<file path="src/rtl/call_scheduler.sv">
// Pending-call store and direction scheduler that sits directly ahead of the elevator FSM.
// It latches request pulses, clears the calls served by an open door, and steers the car up or down.
module call_scheduler #(
    parameter int FLOORS  = 8,
    parameter int FLOOR_W = 3
) (
    input  logic               clk,
    input  logic               rst,
    input  logic [FLOORS-1:0]  up_req,
    input  logic [FLOORS-1:0]  down_req,
    input  logic [FLOORS-1:0]  car_req,
    input  logic [FLOOR_W-1:0] floor,
    input  logic [3:0]         status,
    output logic [FLOORS-1:0]  up_call,
    output logic [FLOORS-1:0]  down_call,
    output logic [FLOORS-1:0]  car_call,
    output logic               nextup,
    output logic               nextdown,
    output logic               stop_here,
    output logic [1:0]         dir
);

    typedef enum logic [1:0] {
        IDLE    = 2'b00,
        GO_UP   = 2'b01,
        GO_DOWN = 2'b10
    } dir_t;

    dir_t              dir_q, dir_d;
    logic [FLOORS-1:0] at_f, above_mask, below_mask;
    logic [FLOORS-1:0] up_set, down_set, car_set, any_set;
    logic [FLOORS-1:0] up_d, down_d, car_d;
    logic              above, below, door_open, clr_up, clr_down, stop_d;
    logic              unused_status;

    assign door_open     = status[1];
    assign unused_status = ^{status[3:2], status[0]};

    // An out-of-range floor matches no bit, so it clears nothing and sees nothing above.
    always_comb begin
        at_f       = '0;
        above_mask = '0;
        below_mask = '0;
        for (int i = 0; i < FLOORS; i++) begin
            at_f[i]       = (int'(floor) == i);
            above_mask[i] = (i > int'(floor));
            below_mask[i] = (i < int'(floor));
        end
    end

    // Clearing only touches the bit at the current floor, so above/below of the
    // set vectors equal above/below of the next-state vectors.
    always_comb begin
        up_set   = up_call | up_req;
        down_set = down_call | down_req;
        car_set  = car_call | car_req;
        any_set  = up_set | down_set | car_set;
        above    = |(any_set & above_mask);
        below    = |(any_set & below_mask);
        clr_up   = door_open & ((dir_q != GO_DOWN) | ~below);
        clr_down = door_open & ((dir_q != GO_UP) | ~above);
        up_d     = up_set   & ~(clr_up    ? at_f : '0);
        down_d   = down_set & ~(clr_down  ? at_f : '0);
        car_d    = car_set  & ~(door_open ? at_f : '0);
    end

    always_comb begin
        dir_d = dir_q;
        case (dir_q)
            GO_DOWN: begin
                if (below)      dir_d = GO_DOWN;
                else if (above) dir_d = GO_UP;
                else            dir_d = IDLE;
            end
            default: begin
                if (above)      dir_d = GO_UP;
                else if (below) dir_d = GO_DOWN;
                else            dir_d = IDLE;
            end
        endcase
    end

    always_comb begin
        stop_d = (|(car_d & at_f))
               | ((dir_d == GO_UP)   & (|(up_d & at_f)))
               | ((dir_d == GO_DOWN) & (|(down_d & at_f)))
               | ((dir_d == IDLE)    & (|((up_d | down_d) & at_f)))
               | ((dir_d == GO_UP)   & (|(down_d & at_f)) & ~above)
               | ((dir_d == GO_DOWN) & (|(up_d & at_f)) & ~below);
        if (door_open) stop_d = 1'b0;
    end

    always_ff @(posedge clk or negedge rst) begin
        if (!rst) begin
            up_call   <= '0;
            down_call <= '0;
            car_call  <= '0;
            nextup    <= 1'b0;
            nextdown  <= 1'b0;
            stop_here <= 1'b0;
            dir_q     <= IDLE;
        end else begin
            up_call   <= up_d;
            down_call <= down_d;
            car_call  <= car_d;
            nextup    <= above;
            nextdown  <= below;
            stop_here <= stop_d;
            dir_q     <= dir_d;
        end
    end

    assign dir = dir_q;

endmodule

</file>
<file path="config.mk">
export PLATFORM = sky130hd
export DESIGN_NAME = call_scheduler
export DESIGN_NICKNAME = d
export VERILOG_FILES = /design/src/rtl/call_scheduler.sv
export SDC_FILE = /design/constraint.sdc
export NUM_CORES = 1
export LEC_CHECK = 0
export CORE_UTILIZATION = 35
export DETAILED_ROUTE_END_ITERATION = 12
export PLACE_DENSITY = 0.67
export SLEW_MARGIN = 15
export SYNTH_ARGS = -nofsm -noshare
export SYNTH_HDL_FRONTEND = slang
export SYNTH_SLANG_ARGS = --single-unit
export TNS_END_PERCENT = 50
</file>
<file path="constraint.sdc">
create_clock -name clk -period 4.6 [get_ports clk]
set_input_delay 0.92 -clock clk [delete_from_list [all_inputs] [get_ports clk]]
set_output_delay 0.92 -clock clk [all_outputs]
set_load 0.1 [all_outputs]
</file>
==> results of run 1 <==
-- metal layers --
metal  track usage, %  up-vias  share of wire [%]
met1            28.26      697                 46
met3            6.250       11                6.1
li1                 -      730                  -
met5                0        -                  0
met4            10.11        0                2.6
met2            32.25       65                 45
-- power groups by stage --
stage | Clock (mW) | Sequential, mW | Combinational [mW]
2_1_floorplan | 0 | 0.370 | 0.0347
3_3_place_gp | 0 | 0.282 | 0.196
3_5_place_dp | 0 | 0.282 | 0.196
4_1_cts | 0.211 | 0.277 | 0.197
5_1_grt | 0.227 | 0.279 | 0.207
6_report | 0.210 | 0.277 | 0.196
-- logic make-up (layout without fill, tap and decap cells) --
kind of cell | after synthesis | count (layout)
DFF | 29 | 29
AOI/OAI and AO/OA | 64 | 64
buffers and inverters | 9 | 72
and+or+nand+nor | 59 | 59
-- stage by stage --
stage               power [mW]  cells  worst slack [ns]  utilization (%)  area, sq um
CTS                     0.6853    274             1.583            54.70         2220
global placement        0.4772    267             1.321            52.57         2133
global route            0.7128    274             1.373            54.70         2220
finish                  0.6830    274             1.569            54.70         2220
floorplan               0.4048    161             2.172                -         1496
detailed placement      0.4779    267             1.283            52.57         2133
-- final timing paths --
check | end | start | cells past startpoint
worst max-delay path | up_call[4] | up_req[1] | 7
worst min-delay path | up_call[5] | up_call[5] | 2
worst max register to register | up_call[4] | up_call[1] | 6
worst min register to register | up_call[5] | up_call[5] | 2
max in group asynchronous | down_call[7] | rst | 2
min in group asynchronous | up_call[3] | rst | 2
-- cell type report --
cell class,instances,area [sq um]
clock buffer,7,86.33
sequential,29,725.7
multi-input combinational,123,734.5
timing repair buffer,59,588.1
tap,50,62.56
inverter,6,22.52
fill,389,1838
-- critical path: cells and delay by family --
family | cells | cell delay, ns
simple gates | 3 | 0.96
compound gates | 3 | 0.81
buf+inv | 1 | 0.47
-- cells in the final DEF, fill, tap and decap left out, drive strengths merged, types with 2 or more instances in the layout --
| master | n |
|---|---|
| nor2 | 28 |
| o21ai | 19 |
| nand3 | 5 |
| nor4 | 7 |
| a41oi | 2 |
| nor3 | 6 |
| o2111ai | 2 |
| dfrtp | 29 |
| nand4 | 4 |
| clkdlybuf4s50 | 58 |
| nand2 | 7 |
| clkbuf | 7 |
| a31oi | 2 |
| inv | 6 |
| o41ai | 2 |
| o211ai | 3 |
| a21oi | 27 |
-- sequential cells by signal, summed over array words and instances, names as in the netlist --
| signal | count |
|---|---|
| nextup | 1 |
| up_call | 8 |
| nextdown | 1 |
| car_call | 8 |
| stop_here | 1 |
| dir | 2 |
| down_call | 8 |
==> run_results.csv, run 1 <==
group,metric,value,unit
status,status,"finished clean",
drt,postRouteAntennaNets,0,
clock_network,cts_setup_buffers,0,
synthesis,synth-seq-cells,29,
timing,fmax,0.3299,GHz
clock_network,cts_tree,"built",
grt,antenna_found_initial,0,
timing,period_needed,3.031,ns
power_and_ir_drop,pwr-share-clk,30.7,%
cells_and_area,area_growth,48.33,%
timing,worstMarginPinSlew,0.9759,ns
synthesis,synth.top_cell.area_share,48.49,%
grt,grtUsageTotal,21.50,%
critical_path,crit_path_start_kind,"input port",
timing,rsz0062_at_grt,"false",
synthesis,syn-cell-area,1496,sq um
critical_path,end_kind,"flip-flop",
power_and_ir_drop,seqPwrFrac,40.6,%
drt,first_pass_iters,4,
power_and_ir_drop,power_leakage,0.7621,nW
die,coreArea,4058,sq um
clock_network,path_clk_slew,0.06,ns
synthesis,synth_xor_xnor_area_share,0,%
power_and_ir_drop,p_sw_share,35.26,%
timing,max_slew_margin,34.73,%
critical_path,worstPathArrival,3.17,ns
synthesis,synth_cells,161,
clock_network,cts_made_buffers,5,
timing,hold_viol,0,
critical_path,worstSetupPathType,"in -> reg",
power_and_ir_drop,p_switching,240.9,uW
timing,holdWs,0.5708,ns
synthesis,synth_top_family_by_area,"compound AO/OA/AOI/OAI gates",
critical_path,reg2reg_slack,2.29,ns
cells_and_area,drive_gt1_share,8.036,%
critical_path,cpMaxStageDelayCell,"clkdlybuf4s50_1",
critical_path,worstPathCellList,"clkdlybuf4s50_1 > nor4_4 > nand4_1 > o41ai_2 > a41oi_1 > nor2_2 > a21oi_1",
synthesis,synth_adder_area_share,0,%
power_and_ir_drop,vdd_drop_max,0.0002107,V
die,die_w,67.39,microns
power_and_ir_drop,comb_power_share,28.7,%
clock_network,ctsHoldBuffers,0,
cells_and_area,nets,257,
critical_path,crit_required,4.74,ns
clock_network,cts_resized,0,
synthesis,synth-edff-count,0,
synthesis,synth_most_common_cell,"dfrtp_1",
placement,portBuffers,58,
synthesis,synthTopCellsByCount,"dfrtp_1 (29), a21oi_1 (27), nor2_1 (27)",
synthesis,synthArstFlopShare,100.0,%
drt,routedWlPerCell,15.51,microns
drt,drt-vias-per-instance,5.485,
synthesis,syn_nets,194,
critical_path,cp_max_fo,9,
clock_network,htree_levels,2,
clock_network,clk_path_buf_depth,2,
synthesis,ys_warn_count,0,
grt,grt_overflow,0,
synthesis,synth_compound_area_share,27.09,%
drt,drt_iter0_markers,106,
clock_network,clkSinkCount,29,
synthesis,ys_dominant_reg_cell,"dfrtp_1",
timing,tns,0,ns
synthesis,synthMuxAreaShare,0,%
power_and_ir_drop,p_int,442.2,uW
die,io_pins,62,
die,die_h,67.39,microns
die,start_util,36.88,%
drt,vias,1503,
placement,hpwl,3.260,mm
drt,wl,4.249,mm
timing,finalCritPeriodShare,65.89,%
run,max_cap_violations,0,
die,fp-row-count,23,
min_path,hp-class,"reg -> reg",
clock_network,cts_root_buffer,"clkbuf_8",
grt,grt_pass1_vias,1433,
timing,skew,0.002258,ns
die,dieArea,4541,sq um
cells_and_area,antenna_cells,0,
synthesis,yosys.area_share.simple,21.99,%
synthesis,synth_top_area_cell,"dfrtp_1",
synthesis,synth_area_leaders,"dfrtp_1 (48%), a21oi_1 (9.0%), nor2_1 (6.8%), o21ai_0 (6.4%), nor4_4 (4.3%)",
drt,route.detailed.drc,0,
synthesis,yosysSeqAreaShare,48.49,%
critical_path,slowest_delay,0.47,ns
grt,grt_max_degree,30,
placement,gp_congestion,0.8558,
synthesis,ys_types,31,
power_and_ir_drop,power.density,307.7,nW/um^2
grt,grt_first_pass_wirelength,6.955,mm
synthesis,syn_avg_cell_area,9.295,sq um
clock_network,clk_latency,0.28,ns
timing,maxSlewViolCount,0,
timing,finalSetupViolations,0,
Note: power is estimated with default switching activity, not from simulation.
==> run 2: changes to the inputs <==
- clock period: 4.6 -> 2.84 ns (I/O delays scaled with it)
==> run 2 against run 1 <==
- count of clock-buffer cells in the layout is 1 lower
- sequential power is 62% higher
- sequential share of layout area fell by 0.74 points
- setup slack got worse by 1.2 ns
- via count up 6.4%
- flip-flop and latch count stayed put
- non-clock buffer count grew 17
- largest cell class unchanged
- largest power group unchanged
- highest routed layer unchanged
==> run_results.csv, run 2 (synthesis results as in run 1) <==
group,metric,value,unit
clock_network,htree_levels,2,
min_path,hp-class,"reg -> reg",
cells_and_area,reg_top3,"car_call x8, down_call x8, up_call x8",
critical_path,end_kind,"flip-flop",
critical_path,worstReg2RegEnd,"up_call[6]",
die,fp-row-count,23,
drt,drt-vias-per-instance,5.476,
timing,finalCritPeriodShare,88.51,%
power_and_ir_drop,power_leakage,0.8514,nW
power_and_ir_drop,p_int,697.6,uW
clock_network,clkSinkCount,29,
grt,grtUsageTotal,23.01,%
min_path,hold_start,"down_call[2]",
timing,tns,0,ns
cells_and_area,fin_area,2271,sq um
cells_and_area,mostFrequentLayoutCell,"buf_4",
clock_network,path_clk_slew,0.06,ns
clock_network,clk_path_buf_depth,2,
die,io_pins,62,
clock_network,cts_resized,0,
timing,skew,0.008320,ns
grt,antenna_found_initial,0,
power_and_ir_drop,seqPwrFrac,40.6,%
clock_network,cts_setup_buffers,0,
drt,first_pass_iters,4,
power_and_ir_drop,p_switching,410.1,uW
timing,period_needed,2.514,ns
grt,grt_first_pass_wirelength,7.355,mm
grt,grt_overflow,0,
status,status,"finished clean",
placement,hpwl,3.561,mm
critical_path,rr_startpoint,"up_call[0]",
min_path,min_delay_path_depth,2,
critical_path,crit_path_start_kind,"input port",
critical_path,worstPathArrival,2.67,ns
drt,route.detailed.drc,0,
clock_network,cts_made_buffers,5,
timing,maxSlewViolCount,0,
cells_and_area,antenna_cells,0,
die,die_w,67.39,microns
power_and_ir_drop,pwr-share-clk,30.0,%
power_and_ir_drop,p_sw_share,37.02,%
drt,vias,1599,
critical_path,reg2reg_slack,0.69,ns
die,coreArea,4058,sq um
cells_and_area,drive_gt1_share,26.86,%
grt,grt_max_degree,30,
placement,portBuffers,58,
timing,hold_viol,0,
clock_network,ctsHoldBuffers,0,
cells_and_area,postLayoutCoreUtil,55.97,%
timing,worstMarginPinSlew,0.4036,ns
die,start_util,36.88,%
timing,finalSetupViolations,0,
die,die_h,67.39,microns
min_path,hold_path_end,"down_call[2]",
placement,gp_congestion,0.9233,
placement,placed_area,2188,sq um
power_and_ir_drop,comb_power_share,29.4,%
clock_network,cts_root_buffer,"clkbuf_8",
cells_and_area,area_growth,51.76,%
die,dieArea,4541,sq um
critical_path,cp_max_fo,5,
power_and_ir_drop,power.density,487.8,nW/um^2
power_and_ir_drop,vdd_drop_max,0.0002499,V
grt,grt_pass1_vias,1601,
cells_and_area,nets,274,
drt,routedWlPerCell,15.65,microns
drt,postRouteAntennaNets,0,
timing,rsz0062_at_grt,"false",
clock_network,cts_tree,"built",
cells_and_area,final_cell_mix,"buf_4 (47), dfrtp_1 (29), clkdlybuf4s50_1 (29)",
drt,wl,4.569,mm
drt,drt_iter0_markers,97,
critical_path,reg2regPathDepth,7,
clock_network,clk_latency,0.29,ns
timing,fmax,0.3978,GHz
run,max_cap_violations,0,
critical_path,crit_required,3.00,ns
critical_path,worstSetupPathType,"in -> reg",
timing,max_slew_margin,72.89,%
timing,holdWs,0.5832,ns
-- run 2: power by group through the flow --
stage / sequential, mW / clock [mW] / combinational, mW
2_1_floorplan: 0.599 / 0 / 0.0562
3_3_place_gp: 0.456 / 0 / 0.323
3_5_place_dp: 0.457 / 0 / 0.325
4_1_cts: 0.449 / 0.337 / 0.325
5_1_grt: 0.452 / 0.358 / 0.342
6_report: 0.449 / 0.333 / 0.326
-- run 2: worst max path at each step --
stage | startpoint | cells after the start | endpoint | slack (ns)
after global placement | up_req[1] | 8 | up_call[6] | 0.09
final | up_req[0] | 8 | up_call[6] | 0.33
after global routing | up_req[0] | 8 | up_call[7] | 0.21
after detailed placement | up_req[0] | 8 | up_call[6] | 0.06
after floorplan | down_call[4] | 7 | down_call[6] | 0.46
after CTS | up_req[0] | 8 | up_call[7] | 0.33
-- run 2: per-layer routing --
metal	track usage (%)	up-vias	part of all wire, %
met5	0	-	0
met4	14.10	0	3.1
met3	5.912	14	7.4
met2	36.00	61	45
met1	28.19	758	44
li1	-	766	-
-- run 2: cell type report --
class / instances / area, sq um
multi-input cells: 123 / 734.5
clock buffers: 6 / 72.57
fillers: 382 / 1787
well taps: 50 / 62.56
inverters: 6 / 22.52
repair buffers: 76 / 643.1
flip-flops and latches: 29 / 725.7
clock inverters: 2 / 10.01
-- run 2: per-stage QoR --
step | total power [mW] | std cells | worst slack (ns)
final | 1.108 | 292 | 0.3264
after global routing | 1.152 | 292 | 0.2131
after CTS | 1.112 | 292 | 0.3299
after detailed placement | 0.7813 | 284 | 0.05618
after global placement | 0.7789 | 284 | 0.09155
after floorplan | 0.6556 | 161 | 0.4616
-- run 2: critical path, cell delays in order --
cell and delay (ns):
clkdlybuf4s50_1 0.48, nor4_4 0.34, nand4_1 0.22, o41ai_2 0.43, a41oi_1 0.25, nor2_2 0.15
buf_4 0.16, a21oi_1 0.07
